File: src/rtl/vga_scan_controller.sv
// 640x480@60 VGA raster generator: scans video RAM and drives sync and colour pins.
// Optional macro VGA_TEST_PATTERN_EN adds an 8-bar colour test pattern selected by iTestMode.
module vga_scan_controller #(
  parameter int unsigned H_VISIBLE = 640,
  parameter int unsigned H_FRONT   = 16,
  parameter int unsigned H_SYNC    = 96,
  parameter int unsigned H_BACK    = 48,
  parameter int unsigned V_VISIBLE = 480,
  parameter int unsigned V_FRONT   = 10,
  parameter int unsigned V_SYNC    = 2,
  parameter int unsigned V_BACK    = 33,
  parameter int unsigned ADDR_W    = 19
) (
  input  logic              Clock,
  input  logic              Reset,
  input  logic [2:0]        iPixel,
  input  logic              iTestMode,
  output logic [ADDR_W-1:0] oReadAddress,
  output logic              oVGA_RED,
  output logic              oVGA_GREEN,
  output logic              oVGA_BLUE,
  output logic              oVGA_HSYNC,
  output logic              oVGA_VSYNC,
  output logic              oFrameStart
);

  localparam int unsigned H_TOTAL = H_VISIBLE + H_FRONT + H_SYNC + H_BACK;
  localparam int unsigned V_TOTAL = V_VISIBLE + V_FRONT + V_SYNC + V_BACK;
  localparam int unsigned HW      = $clog2(H_TOTAL);
  localparam int unsigned VW      = $clog2(V_TOTAL);

  typedef logic [HW-1:0] h_t;
  typedef logic [VW-1:0] v_t;

  localparam h_t H_LAST = h_t'(H_TOTAL - 1);
  localparam h_t H_VIS  = h_t'(H_VISIBLE);
  localparam h_t HS_BEG = h_t'(H_VISIBLE + H_FRONT);
  localparam h_t HS_LST = h_t'(H_VISIBLE + H_FRONT + H_SYNC - 1);
  localparam v_t V_LAST = v_t'(V_TOTAL - 1);
  localparam v_t V_VIS  = v_t'(V_VISIBLE);
  localparam v_t VS_BEG = v_t'(V_VISIBLE + V_FRONT);
  localparam v_t VS_LST = v_t'(V_VISIBLE + V_FRONT + V_SYNC - 1);
  localparam logic [ADDR_W-1:0] A_LAST = ADDR_W'(H_VISIBLE * V_VISIBLE - 1);

  logic              toggle_q, toggle_d;
  h_t                h_q, h_d;
  v_t                v_q, v_d;
  logic [ADDR_W-1:0] addr_q, addr_d;
  logic [2:0]        rgb_q, rgb_d;
  logic              hs_q, hs_d;
  logic              vs_q, vs_d;
  logic              fs_q, fs_d;

  logic       tick;
  logic       visible;
  logic       wrap;
  logic [2:0] colour;

`ifdef VGA_TEST_PATTERN_EN
  localparam h_t BAR_W = h_t'(H_VISIBLE / 8);

  always_comb begin
    colour = iPixel;
    if (iTestMode) colour = 3'(h_q / BAR_W);
  end
`else
  logic unused_test_mode;
  assign unused_test_mode = iTestMode;

  always_comb begin
    colour = iPixel;
  end
`endif

  always_comb begin
    toggle_d = ~toggle_q;
    h_d      = h_q;
    v_d      = v_q;
    addr_d   = addr_q;
    rgb_d    = rgb_q;
    hs_d     = hs_q;
    vs_d     = vs_q;
    fs_d     = 1'b0;

    tick    = toggle_q;
    visible = (h_q < H_VIS) && (v_q < V_VIS);
    wrap    = (h_q == H_LAST) && (v_q == V_LAST);

    if (tick) begin
      h_d = (h_q == H_LAST) ? '0 : h_q + h_t'(1);
      if (h_q == H_LAST) v_d = (v_q == V_LAST) ? '0 : v_q + v_t'(1);

      // Saturate on the last visible pixel so the address never leaves the frame buffer.
      if (wrap)                             addr_d = '0;
      else if (visible && addr_q != A_LAST) addr_d = addr_q + ADDR_W'(1);

      rgb_d = visible ? colour : 3'b000;
      hs_d  = !((h_q >= HS_BEG) && (h_q <= HS_LST));
      vs_d  = !((v_q >= VS_BEG) && (v_q <= VS_LST));
      fs_d  = wrap;
    end
  end

  always_ff @(posedge Clock or posedge Reset) begin
    if (Reset) begin
      toggle_q <= 1'b0;
      h_q      <= '0;
      v_q      <= '0;
      addr_q   <= '0;
      rgb_q    <= '0;
      hs_q     <= 1'b1;
      vs_q     <= 1'b1;
      fs_q     <= 1'b0;
    end else begin
      toggle_q <= toggle_d;
      h_q      <= h_d;
      v_q      <= v_d;
      addr_q   <= addr_d;
      rgb_q    <= rgb_d;
      hs_q     <= hs_d;
      vs_q     <= vs_d;
      fs_q     <= fs_d;
    end
  end

  assign oReadAddress = addr_q;
  assign oVGA_RED     = rgb_q[2];
  assign oVGA_GREEN   = rgb_q[1];
  assign oVGA_BLUE    = rgb_q[0];
  assign oVGA_HSYNC   = hs_q;
  assign oVGA_VSYNC   = vs_q;
  assign oFrameStart  = fs_q;

endmodule

File: config.mk
export PLATFORM = sky130hd
export DESIGN_NAME = vga_scan_controller
export DESIGN_NICKNAME = d
export VERILOG_FILES = /design/src/rtl/vga_scan_controller.sv
export SDC_FILE = /design/constraint.sdc
export NUM_CORES = 1
export LEC_CHECK = 0
export CAP_MARGIN = 30
export CORE_MARGIN = 1
export CORE_UTILIZATION = 45
export CTS_BUF_LIST = sky130_fd_sc_hd__clkbuf_8 sky130_fd_sc_hd__clkbuf_16
export DETAILED_ROUTE_END_ITERATION = 10
export PLACE_DENSITY = 0.76
export SLEW_MARGIN = 10
export SYNTH_ARGS = -nofsm -noshare
export SYNTH_HDL_FRONTEND = slang
export SYNTH_SLANG_ARGS = --single-unit
File: constraint.sdc
create_clock -name Clock -period 2.15 [get_ports Clock]
set_input_delay 0.43 -clock Clock [delete_from_list [all_inputs] [get_ports Clock]]
set_output_delay 0.43 -clock Clock [all_outputs]
set_load 0.1 [all_outputs]
# Word-level counts from Yosys, hierarchy flattened
# Index checks and enable logic that the tools add are counted.
[classes] div=0 n_bitwise=1 eq_ne=3 mux=6 n_mul=0 n_shift=0 reduce_logical=10 magnitude_cmp=6 n_addsub=3
[op_table] operator="19-bit two-way mux" count=2
[op_table] operator="10-bit by 1-bit adder with 10-bit output, second input constant" count=2
[op_table] operator="10-bit == test, second input constant" count=2
[op_table] operator="10-bit two-way mux" count=2
[op_table] operator="19-bit by 1-bit adder with 19-bit output, second input constant" count=1
[op_table] operator="19-bit != test, second input constant" count=1
[op_table] operator="10-bit greater-or-equal comparator, second input constant" count=1
[op_table] operator="10-bit by 9-bit greater-or-equal comparator with 1-bit output, second input constant" count=1
[op_table] operator="10-bit less-or-equal comparator, second input constant" count=1
[op_table] operator="10-bit by 9-bit less-or-equal comparator with 1-bit output, second input constant" count=1
[op_table] operator="10-bit < comparator, second input constant" count=1
[op_table] operator="10-bit by 9-bit < comparator with 1-bit output, second input constant" count=1
[op_table] operator="1-bit logical AND" count=5
[op_table] operator="2-bit AND reduction" count=2
[op_table] operator="3-bit two-way mux" count=1
[op_table] operator="1-bit logical NOT" count=2
[op_table] operator="2-bit nonzero test" count=1
[op_table] operator="1-bit two-way mux" count=1
[op_table] operator="1-bit inverter" count=1
[word_totals] input_bits=6 mem_count=0 latchBits=0 reg_bits=46 ramBits=0 output_inout_bits=25 elab_cells=37 romBits=0

# Longest topological paths before layout
[logic_depth] ltp_word=5 mapped_depth=9 mapped_depth_nobuf=8

# Worst setup path after synthesis
# Ideal clock, no wire load.
[synth_timing] path_kind="register -> register" from="register addr_q[0] (netlist: oReadAddress[0])" to="register addr_q[8] (netlist: oReadAddress[8])" n_path_buf=1 required_time_ns=2.026 path_stages_with_launch=8 setup_ns=0.124 period_less_slack_ns=2.634 path_slack_ns=-0.484 arrival_ns=2.510 cell_sequence="dfrtp_1 > ha_1 > and4_1 > nand4_1 > o21a_1 > clkbuf_1 > and3_1 > a211o_1"
[synth_via] elab_chain_len=4 elab_cells_between_ends=7 classes_between="add/sub (1); eq/ne (1); mux (2); reduce/logical (3)"
[synth_rtl] item="from (decl)" line="48" text="logic [ADDR_W-1:0] addr_q, addr_d;"
[synth_rtl] item="from (signal assigned)" line="118" text="addr_q <= addr_d;"
[synth_rtl] item="parallel branches: the longest is 4 deep, another holds 19-bit by 1-bit adder with 19-bit output"
# Several ways; the timed one is not identified. The select of a mux whose other input is x is not followed.
# A chain may end at the register's enable or synchronous reset.

# Worst setup path after layout
[layout_timing] from="register v_q[0]" to="register addr_q[14] (netlist: oReadAddress[14])"
[layout_via] elab_chain_len=5 elab_cells_between_ends=8 classes_between="order compare (1); eq/ne (1); mux (1); reduce/logical (5)"
[layout_rtl] item="from (decl)" line="47" text="v_t v_q, v_d;"
[layout_rtl] item="from (signal assigned)" line="117" text="v_q <= v_d;"
[layout_rtl] item="10-bit by 9-bit < comparator with 1-bit output" line="86" text="visible = (h_q < H_VIS) && (v_q < V_VIS);"
[layout_rtl] item="1-bit logical AND" line="86"
[layout_rtl] item="1-bit logical AND" line="95" text="else if (visible && addr_q != A_LAST) addr_d = addr_q + ADDR_W'(1);"
[layout_rtl] item="2-bit nonzero test (no source line)"
[layout_rtl] item="2-bit AND reduction (no source line)"
# Parallel ways exist; a longest one is shown, timed or not.

==> key figures <==
Outcome
  • Outcome: complete, no violations

Place
  • GPL Wtd Cong: 0.838
  • Post-detail-place hpwl: 3.65 mm
  • Input/output buffers: 29

Worst setup path
  • CP required: 2.34 ns
  • Cells along the critical path: inv_1 -> ha_1 -> nor4bb_2 -> and4_4 -> buf_4 -> nand3_1 -> and3_1 -> a211o_1
  • CP max FO: 4
  • FF-to-FF End: oReadAddress[14]
  • FF-to-FF path depth: 8
  • Worst r2r src: v_q[0]
  • Critical Path Sink Type: flop
  • Critical path's slowest cell: dfrtp_1
  • Flop-to-flop setup slack: 0.09 ns
  • Crit path launch: v_q[0]
  • Crit path kind: reg2reg
  • CP Launch Type: flop
  • Maximum single-stage delay on the critical path: 0.42 ns
  • Critical path arrival: 2.25 ns
  • CP Capture Point: oReadAddress[14]

Synthesis
  • Seq/Total Area, Yosys: 0.483
  • Cell variety after synth: 43
  • Ys flop type: dfrtp_1
  • Synth Register Bits: 46
  • Post-synth net total: 250
  • Mapped Area: 0.00239 mm2
  • Number of flops mapped to enable cells by yosys: 0
  • Mapped Cells: 239
  • Synth warn: 0
  • Syn_area_per_cell: 9.99 um2
  • Asr flop ratio synth: 1.00

Pwr
  • Power, Total: 1.47 mW
  • Pwr dens: 500 mW/mm2
  • VDD IR max: between 0.3 and 0.4 mV
  • Pleak: between 1 and 1.5 nW

Clock tree
  • Clock root cell: clkbuf_8
  • CTS tree: built
  • CTS sink cnt: 46
  • Worst-case clock buffer depth: 2
  • CTS buffer count: 5
  • Clock-pin transition on the worst setup and hold timing paths: 0.08 ns
  • Worst-Skew Late Latency: 0.30 ns
  • Level count of the clock H-tree: 2
  • # Post-CTS Setup Buffers: 0

Finish
  • Reg area: 0.00118 mm2
  • Area of the multi-input gates: 0.00116 mm2
  • Fin nets: 297
  • # diodes: 0
  • Layout cells sized above 1: 0.279
  • Number of fill cells in the layout: 453
  • Area grow syn2layout: 23.4%

GRT
  • GRT Overall Usage: 0.201
  • Largest net degree at the start of global routing: 24
  • Initial antenna violation count: 0
  • First-pass GRT wire length: 8.60 mm
  • Vias in the first global route: 1848
  • Grt ovf: 0

Routing
  • DR vias/cell: 5.61
  • DRT Wirelength: 5.10 mm
  • Routed Antenna Nets: 0
  • DRC violations left: 0
  • Routed vias: approximately 2000
  • Initial DRC Count: 67
  • First-pass DRT Iterations: 4
  • Routed len/inst: 14.3 um

Timing
  • Final Hold Fails: 0
  • Post-layout minimum cycle time: 2.06 ns
  • Final Max Tran Viols: 0
  • Worst hold margin: 0.480 ns
  • Slew HR: 0.657
  • Setup violations, final: 0
  • Fmax: 0.485 GHz
  • Fin crit share: 0.960
  • Worst-margin pin slew: 0.514 ns
  • Clock Skews: 0.00252 ns

Floorplanning
  • Die H: 74.9 um
  • Rows: 26
  • DIE WIDTH: 74.9 um
  • Die area: 0.00560 mm2
  • Initial Utilization: 0.468
  • I/O pin cnt: 31
  • Core area: approximately 0.0051 mm2

Job
  • Max-cap violations: 0

Hold path
  • Hold WC Path Type: in2async
-- kinds of logic after synthesis --
group                      Yosys count  synth area share
AOI/OAI and AO/OA                   41             0.119
xor gates and xnor gates            17            0.0623
adders and majority gates            5            0.0262
buffers and inverters               18            0.0388
DFF                                 46             0.483
muxes                                1           0.00419
and+or+nand+nor                    111             0.266
-- through the flow --
step	std cells	worst slack [ns]	cell area, um2	TNS [ns]	utilization
finish	357	0.0861	2950	0	0.577
global route	357	-0.0357	2950	-0.0357	0.577
CTS	357	0.0219	2940	0	0.575
detailed placement	349	0.0345	2850	0	0.557
global placement	349	0.145	2850	0	0.557
floorplan	239	0.000349	2430	0	-
-- routing by layer --
metal	part of all wire	vias to the layer above	global-route usage
met4	0.012	0	0.0587
met5	0	-	0
met1	0.47	970	0.281
met3	0.036	8	0.0415
li1	-	976	-
met2	0.48	48	0.315
-- critical path: cells and delay by family, from the launching register on --
kind                     cells  cell delay, ns
flip-flops                   1            0.42
AND/OR/NAND/NOR              4            0.87
adder cells (fa/ha/maj)      1            0.16
AO/OA/AOI/OAI                1            0.26
buffers and inverters        2            0.25
-- layout make-up --
class                           count  area share
Clock buffer                        6      0.0280
Multi-Input combinational cell    175       0.395
Timing Repair Buffer               48       0.130
Clock inverter                      2     0.00297
Sequential cell                    46       0.400
Inverter                           10      0.0144
Tap cell                           70      0.0297
-- report_power, final --
part / leakage [nW] / internal (mW) / switching [mW]
combinational: 0.779 / 0.0167 / 0.0417
clock: 0.0524 / 0.255 / 0.292
sequential: 0.580 / 0.867 / 0.00145
total: 1.41 / 1.14 / 0.335
-- state kept, by name, indices dropped and copies added (netlist names) --
| name | flops |
|---|---|
| oReadAddress | 19 |
| oVGA_HSYNC | 1 |
| tick | 1 |
| v_q | 10 |
| oVGA_VSYNC | 1 |
| oFrameStart | 1 |
| h_q | 10 |
| rgb_q | 3 |
-- cell usage after synthesis, drive strengths merged, types with 5 or more instances --
cell,count,area share
a211o,9,0.033
a21oi,7,0.015
and3,11,0.029
and4,5,0.018
buf,6,0.018
dfrtp,44,0.46
ha,5,0.026
inv,9,0.014
nand2,19,0.033
nand3,17,0.036
nand4,14,0.043
nor2,15,0.025
nor3,15,0.031
nor4,5,0.019
o21ai,10,0.021
xnor2,8,0.029
xor2,9,0.033
-- worst min-delay path by stage --
stage | to | startpoint | slack (ns)
after floorplan | v_q[8] | v_q[8] | 0.46
after global placement | oVGA_HSYNC | oVGA_HSYNC | 0.48
after detailed placement | oVGA_HSYNC | oVGA_HSYNC | 0.48
after CTS | oVGA_HSYNC | oVGA_HSYNC | 0.49
after global routing | oVGA_VSYNC | oVGA_VSYNC | 0.51
final | oReadAddress[0] | Reset | 0.48
-- timing repair --
| item | in CTS | in global routing |
|---|---|---|
| hold buffers | 0 | 0 |
| resized for setup | 0 | 3 |
| setup endpoints to repair | 0 | 2 |
-- cells in the final DEF, fill, tap and decap left out, types with 4 or more instances in the layout --
cell	instances
nor2_1	14
dfrtp_1	28
clkdlybuf4s50_1	4
clkbuf_8	6
ha_1	4
and4_1	4
nor4_1	4
nand3_1	17
a21oi_1	7
xnor2_1	8
nand4_1	13
o21ai_0	9
nand2_1	18
inv_1	9
buf_4	43
a211o_1	9
xor2_1	9
nor3_1	15
and3_1	11
dfrtp_2	14
Power figures use the tool's default switching activity.
